## src/rtl/rom_port_arbiter_if.sv

```systemverilog
// Request/grant/response bundle between the CPU core ports (IF, DM) and the
// shared program ROM.
interface rom_port_arbiter_if #(
  parameter int WIDTH = 32
);
  logic             if_req;
  logic [WIDTH-1:0] if_addr;
  logic             if_gnt;
  logic             if_rvalid;
  logic [WIDTH-1:0] if_rdata;
  logic             dm_req;
  logic [WIDTH-1:0] dm_addr;
  logic             dm_gnt;
  logic             dm_rvalid;
  logic [WIDTH-1:0] dm_rdata;
  logic             dm_err;
  logic [WIDTH-1:0] rom_addr;
  logic [WIDTH-1:0] rom_rdata;

  // master: core side plus ROM data source; slave: the arbiter
  modport master (
    output if_req, if_addr, dm_req, dm_addr, rom_rdata,
    input  if_gnt, if_rvalid, if_rdata, dm_gnt, dm_rvalid, dm_rdata, dm_err, rom_addr
  );
  modport slave (
    input  if_req, if_addr, dm_req, dm_addr, rom_rdata,
    output if_gnt, if_rvalid, if_rdata, dm_gnt, dm_rvalid, dm_rdata, dm_err, rom_addr
  );
endinterface

```

## src/rtl/rom_port_arbiter.sv

```systemverilog
// Shares one asynchronous program ROM between instruction fetch and data load,
// with a starvation guard that periodically hands priority to fetch.
module rom_port_arbiter #(
  parameter int WIDTH      = 32,
  parameter int DEPTH      = 2048,
  parameter int STARVE_MAX = 4
) (
  input  logic                i_clock,
  input  logic                i_reset,
  rom_port_arbiter_if.slave   bus
);
  localparam int CW = $clog2(STARVE_MAX) + 1;
  localparam logic [CW-1:0]    CNT_LAST = CW'(STARVE_MAX - 1);
  localparam logic [WIDTH-1:0] DEPTH_W  = WIDTH'(DEPTH);

  typedef enum logic {PRIO_DM, PRIO_IF} state_t;

  state_t           r_state, w_state_nxt;
  logic [CW-1:0]    r_wait_cnt;
  logic             r_if_rvalid, r_dm_rvalid, r_dm_err;
  logic [WIDTH-1:0] r_if_rdata, r_dm_rdata;
  logic             w_if_gnt, w_dm_gnt, w_if_blocked, w_if_oor, w_dm_oor;
  logic [WIDTH-1:0] w_rom_addr;

  // Word index compared against DEPTH; byte-lane bits are ignored.
  assign w_if_oor = {2'b00, bus.if_addr[WIDTH-1:2]} >= DEPTH_W;
  assign w_dm_oor = {2'b00, bus.dm_addr[WIDTH-1:2]} >= DEPTH_W;

  always_ff @(posedge i_clock or posedge i_reset) begin
    if (i_reset) r_state <= PRIO_DM;
    else         r_state <= w_state_nxt;
  end

  always_comb begin
    w_if_gnt    = 1'b0;
    w_dm_gnt    = 1'b0;
    w_state_nxt = r_state;
    if (!i_reset) begin
      case (r_state)
        PRIO_DM: begin
          w_dm_gnt = bus.dm_req;
          w_if_gnt = bus.if_req & ~bus.dm_req;
          if (bus.if_req && !w_if_gnt && r_wait_cnt == CNT_LAST)
            w_state_nxt = PRIO_IF;
        end
        PRIO_IF: begin
          w_if_gnt = bus.if_req;
          w_dm_gnt = bus.dm_req & ~bus.if_req;
          if (w_if_gnt || !bus.if_req)
            w_state_nxt = PRIO_DM;
        end
        default: w_state_nxt = PRIO_DM;
      endcase
    end
  end

  assign w_if_blocked = bus.if_req & ~w_if_gnt;

  always_comb begin
    w_rom_addr = '0;
    if (w_dm_gnt)      w_rom_addr = w_dm_oor ? '0 : bus.dm_addr;
    else if (w_if_gnt) w_rom_addr = bus.if_addr;
  end

  always_ff @(posedge i_clock or posedge i_reset) begin
    if (i_reset)           r_wait_cnt <= '0;
    else if (w_if_blocked) r_wait_cnt <= r_wait_cnt + 1'b1;
    else                   r_wait_cnt <= '0;
  end

  // rdata registers only load on a grant so they hold between responses.
  always_ff @(posedge i_clock or posedge i_reset) begin
    if (i_reset) begin
      r_if_rvalid <= 1'b0;
      r_if_rdata  <= '0;
      r_dm_rvalid <= 1'b0;
      r_dm_rdata  <= '0;
      r_dm_err    <= 1'b0;
    end else begin
      r_if_rvalid <= w_if_gnt;
      r_dm_rvalid <= w_dm_gnt;
      r_dm_err    <= w_dm_gnt & w_dm_oor;
      if (w_if_gnt) r_if_rdata <= w_if_oor ? '0 : bus.rom_rdata;
      if (w_dm_gnt) r_dm_rdata <= w_dm_oor ? '0 : bus.rom_rdata;
    end
  end

  assign bus.if_gnt    = w_if_gnt;
  assign bus.dm_gnt    = w_dm_gnt;
  assign bus.rom_addr  = w_rom_addr;
  assign bus.if_rvalid = r_if_rvalid;
  assign bus.if_rdata  = r_if_rdata;
  assign bus.dm_rvalid = r_dm_rvalid;
  assign bus.dm_rdata  = r_dm_rdata;
  assign bus.dm_err    = r_dm_err;
endmodule

```

## src/flat_wrapper.sv

```systemverilog
// flat-port wrapper written by rule: the top's interface ports become plain ports
module rom_port_arbiter_flat 
#(
  parameter int WIDTH      = 32,
  parameter int DEPTH      = 2048,
  parameter int STARVE_MAX = 4
)
  (i_clock, i_reset, bus_if_req, bus_if_addr, bus_dm_req, bus_dm_addr, bus_rom_rdata, bus_if_gnt, bus_if_rvalid, bus_if_rdata, bus_dm_gnt, bus_dm_rvalid, bus_dm_rdata, bus_dm_err, bus_rom_addr);
  rom_port_arbiter_if #(.WIDTH(WIDTH)) bus_i ();
  input  logic i_clock;
  input  logic i_reset;
  input wire logic [$bits(bus_i.if_req)-1:0] bus_if_req;
  input wire logic [$bits(bus_i.if_addr)-1:0] bus_if_addr;
  input wire logic [$bits(bus_i.dm_req)-1:0] bus_dm_req;
  input wire logic [$bits(bus_i.dm_addr)-1:0] bus_dm_addr;
  input wire logic [$bits(bus_i.rom_rdata)-1:0] bus_rom_rdata;
  output wire logic [$bits(bus_i.if_gnt)-1:0] bus_if_gnt;
  output wire logic [$bits(bus_i.if_rvalid)-1:0] bus_if_rvalid;
  output wire logic [$bits(bus_i.if_rdata)-1:0] bus_if_rdata;
  output wire logic [$bits(bus_i.dm_gnt)-1:0] bus_dm_gnt;
  output wire logic [$bits(bus_i.dm_rvalid)-1:0] bus_dm_rvalid;
  output wire logic [$bits(bus_i.dm_rdata)-1:0] bus_dm_rdata;
  output wire logic [$bits(bus_i.dm_err)-1:0] bus_dm_err;
  output wire logic [$bits(bus_i.rom_addr)-1:0] bus_rom_addr;
  assign bus_i.if_req = bus_if_req;
  assign bus_i.if_addr = bus_if_addr;
  assign bus_i.dm_req = bus_dm_req;
  assign bus_i.dm_addr = bus_dm_addr;
  assign bus_i.rom_rdata = bus_rom_rdata;
  assign bus_if_gnt = bus_i.if_gnt;
  assign bus_if_rvalid = bus_i.if_rvalid;
  assign bus_if_rdata = bus_i.if_rdata;
  assign bus_dm_gnt = bus_i.dm_gnt;
  assign bus_dm_rvalid = bus_i.dm_rvalid;
  assign bus_dm_rdata = bus_i.dm_rdata;
  assign bus_dm_err = bus_i.dm_err;
  assign bus_rom_addr = bus_i.rom_addr;
  rom_port_arbiter #(.WIDTH(WIDTH), .DEPTH(DEPTH), .STARVE_MAX(STARVE_MAX)) u_core (.i_clock(i_clock), .i_reset(i_reset), .bus(bus_i));
endmodule
```

## config.mk

```make
export PLATFORM = sky130hd
export DESIGN_NAME = rom_port_arbiter_flat
export DESIGN_NICKNAME = d
export VERILOG_FILES = /design/src/rtl/rom_port_arbiter_if.sv /design/src/rtl/rom_port_arbiter.sv /design/src/flat_wrapper.sv
export SDC_FILE = /design/constraint.sdc
export NUM_CORES = 1
export LEC_CHECK = 0
export ABC_AREA = 1
export BUFFER_PORTS_ARGS = -buffer_cell sky130_fd_sc_hd__clkbuf_2
export CORE_MARGIN = 1.5
export CORE_UTILIZATION = 48
export DETAILED_ROUTE_END_ITERATION = 7
export HOLD_SLACK_MARGIN = 0.1
export PLACE_DENSITY = 0.86
export SKIP_LAST_GASP = 1
export SLEW_MARGIN = 20
export SYNTH_ARGS = -nofsm -noshare
export SYNTH_HDL_FRONTEND = slang
export SYNTH_SLANG_ARGS = --single-unit
```

## constraint.sdc

```tcl
create_clock -name i_clock -period 7.16 [get_ports i_clock]
set_input_delay 1.432 -clock i_clock [delete_from_list [all_inputs] [get_ports i_clock]]
set_output_delay 1.432 -clock i_clock [all_outputs]
set_load 0.01 [all_outputs]
```

==> impl_metrics.py <==
metrics = {
    "run_status": {
        "status": "complete, no violations",
    },
    "die": {
        "die_area_um2": 7940,
        "die_w_um": 89.1,
        "io_pins": 201,
        "dieHeight_um": 89.1,
        "row_count": 31,
        "start_util_pct": 49.3,
        "design.core.area_um2": 7210,
    },
    "drt": {
        "vias": 3681,
        "drt-wirelength-per-cell_um": 13.0,
        "drt_pass1_iterations": 5,
        "drtIter0Drc": 227,
        "top_layer_used": "met4",
        "final_antenna_net_count": 0,
        "totalWireLength_um": 10100,
        "drcViolationCount": 0,
        "vias_per_cell": 4.77,
        "met1_length_um": 4070,
        "wl_met3_um": 808,
        "met2WireLength_um": 4920,
    },
    "worst_setup_path": {
        "path_depth": 6,
        "cp-end-kind": "primary output",
        "ff2ff_path_depth": 8,
        "crit_buf_inv": 4,
        "critPathSlowestCell": "inv_2",
        "crit_top_cell": "clkbuf_2",
        "criticalPathCategory": "primary input to primary output",
        "cp_slowest_stage_delay_ns": 0.59,
        "worstPathRequired_ns": 5.73,
        "r2r-end": "u_core.bus.dm_rdata[9]$_DFFE_PP0P_",
        "critPathLaunch": "bus_if_req",
        "worstPathArrival_ns": 3.26,
        "r2r_setup_slack_ns": 4.78,
        "crit_chain": "clkbuf_2 > nand2_1 > nand3_4 > inv_2 > buf_4 > clkbuf_2",
        "crit-reg2reg-launch": "u_core.r_state$_DFFE_PP0N_",
        "start_kind": "primary input",
        "crit_fanout": 40,
        "crit_path_end": "bus_dm_gnt",
        "path_delay_family": "buffers and inverters",
    },
    "global_route": {
        "grt_max_degree": 73,
        "grt_pass1_wl_um": 15400,
        "grt_util_all_layers_pct": 25.5,
        "grt_pass1_vias": 3368,
        "antenna_found_initial": 0,
        "grt_overflow": 0,
    },
    "power": {
        "power.leakage_nw": 2.72,
        "p_sw_mw": 0.252,
        "p_sw_share_pct": 27.4,
        "p_clk_share_pct": 38.7,
        "ir_drop_mv": 0.116,
        "internal_power_mw": 0.668,
        "p_total_mw": 0.920,
        "combPwrFrac_pct": 14.9,
        "p_seq_share_pct": 46.4,
        "power.density_nw_per_um2": 194,
    },
    "sta": {
        "fin_ws_ns": 2.46,
        "finalCriticalPeriod_ns": 4.70,
        "hold_slack_ns": 0.458,
        "fin_crit_sh_pct": 65.6,
        "drv_slew": 0,
        "finalSetupViolations": 0,
        "fin_worst_skew_ns": 0.00453,
        "tightest_slew_ns": 0.914,
        "clock.fmax_mhz": 213,
        "final_hold_viol_count": 0,
        "tns_ns": 0,
        "relSlewSlack_pct": 39.1,
        "rsz0062_at_grt": "false",
    },
    "logic_synthesis": {
        "synth-edff-count": 0,
        "syn_nets": 583,
        "ys_seq_area_share_pct": 49.9,
        "yosys_warnings": 0,
        "synth_area_um2": 3560,
        "yosysUniqueCellTypes": 20,
        "yosys.area.top_type": "dfrtp_1",
        "synth_area_leaders": "dfrtp_1, nand2_1, inv_1",
        "yosysMostFrequentCell": "nand2_1",
        "yosys-top-cells-count": "nand2_1, dfrtp_1, inv_1",
        "avgSynthCellArea_um2": 7.40,
        "ys_ff_latch": 71,
        "async_flop_share_pct": 100,
        "synthCells": 481,
        "ys.flop_type": "dfrtp_1",
        "synth_top_cell_area_share_pct": 49.9,
    },
    "cells_and_area": {
        "layout-drive-gt1-share_pct": 33.6,
        "fin_util_pct": 65.7,
        "num-nets-final": 770,
        "nFillCells": 638,
        "design_area_um2": 4740,
        "multi_input_area_um2": 1380,
        "layout.cells.non_filler": 772,
        "diodes": 0,
        "regArea_um2": 1780,
        "syn2layout_area_growth_pct": 33.3,
    },
    "cts": {
        "clockBufferDepth": 2,
        "htreeDepth": 3,
        "cts.clk_slew.worst_paths_ns": 0.07,
        "numCtsBuffers": 9,
        "post_cts_resized": 0,
        "clkLatencyLatePin_ns": 0.34,
        "cts_tree": "yes",
        "root_buffer": "clkbuf_8",
        "post_cts_buffers": 0,
        "cts_sinks": 71,
        "cts_hold_buf": 0,
    },
    "placement": {
        "place_area_um2": 4520,
        "io_buffers": 200,
        "pre_cts_ws_ns": 2.43,
        "dp_hpwl_um": 7080,
        "gp_congestion": 0.841,
        "dp.cells": 756,
    },
    "worst_hold_path": {
        "hp-class": "flip-flop to flip-flop",
    },
    "job": {
        "cap_violations": 0,
    },
}
==> cells in the final DEF (no fill, tap or decap) <==
master	count
clkinv_2	1
nor2_1	42
nor3_1	1
ha_1	2
nand3_4	1
buf_4	4
nand3_1	3
bufinv_16	2
nand2_1	196
clkbuf_2	200
clkbuf_8	9
dfrtp_1	71
inv_2	3
clkinvlp_4	2
a31oi_1	1
nand3_2	1
o21ai_1	35
clkinv_4	2
o21ai_0	13
a21oi_1	30
nor3_4	1
inv_1	53
==> power by group through the flow <==
stage | clock (mW) | sequential (mW) | combinational, mW
final | 0.356 | 0.427 | 0.137
after global routing | 0.382 | 0.429 | 0.155
after CTS | 0.361 | 0.427 | 0.138
after detailed placement | 0 | 0.435 | 0.137
after global placement | 0 | 0.434 | 0.133
after floorplan | 0 | 0.441 | 0.0675
==> sequential cells by signal (all words and copies together), names as in the netlist <==
signal                flops
u_core.bus.dm_rvalid      1
u_core.r_state            1
u_core.bus.if_rdata      32
u_core.bus.dm_rdata      32
u_core.r_wait_cnt         3
u_core.bus.if_rvalid      1
u_core.bus.dm_err         1
==> kinds of logic (layout without fill, tap and decap cells) <==
| logic type | count (synthesis) | after routing | synth area share (%) |
|---|---|---|---|
| AND/OR/NAND/NOR | 245 | 245 | 26.7 |
| buffers and inverters | 84 | 276 | 11.5 |
| AO/OA/AOI/OAI | 79 | 79 | 11.1 |
| flip-flops | 71 | 71 | 49.9 |
| adder cells (fa/ha/maj) | 2 | 2 | 0.703 |
==> per-layer routing <==
metal,vias to the layer above,global-route usage (%)
li1,1848,-
met1,1618,31.7
met2,194,43.1
met3,21,5.08
met4,0,11.6
met5,-,0
==> final cells by class <==
cell class,count,area share [%]
Timing Repair Buffer,204,21.7
Multi-Input combinational cell,326,29.1
Tap cell,99,2.61
Clock buffer,9,2.61
Clock inverter,7,2.06
Sequential cell,71,37.5
Inverter,56,4.43
==> how the worst min path moves through the flow <==
stage,end,startpoint,cells past startpoint
global route,u_core.r_wait_cnt[0]$_DFF_PP0_,u_core.r_wait_cnt[0]$_DFF_PP0_,1
detailed placement,u_core.r_wait_cnt[0]$_DFF_PP0_,u_core.r_wait_cnt[0]$_DFF_PP0_,1
finish,u_core.r_wait_cnt[0]$_DFF_PP0_,u_core.r_wait_cnt[0]$_DFF_PP0_,1
global placement,u_core.r_wait_cnt[0]$_DFF_PP0_,u_core.r_wait_cnt[0]$_DFF_PP0_,1
floorplan,u_core.r_wait_cnt[0]$_DFF_PP0_,u_core.r_wait_cnt[0]$_DFF_PP0_,1
CTS,u_core.r_wait_cnt[0]$_DFF_PP0_,u_core.r_wait_cnt[0]$_DFF_PP0_,1
No activity file was read; power rests on OpenSTA's default activity.
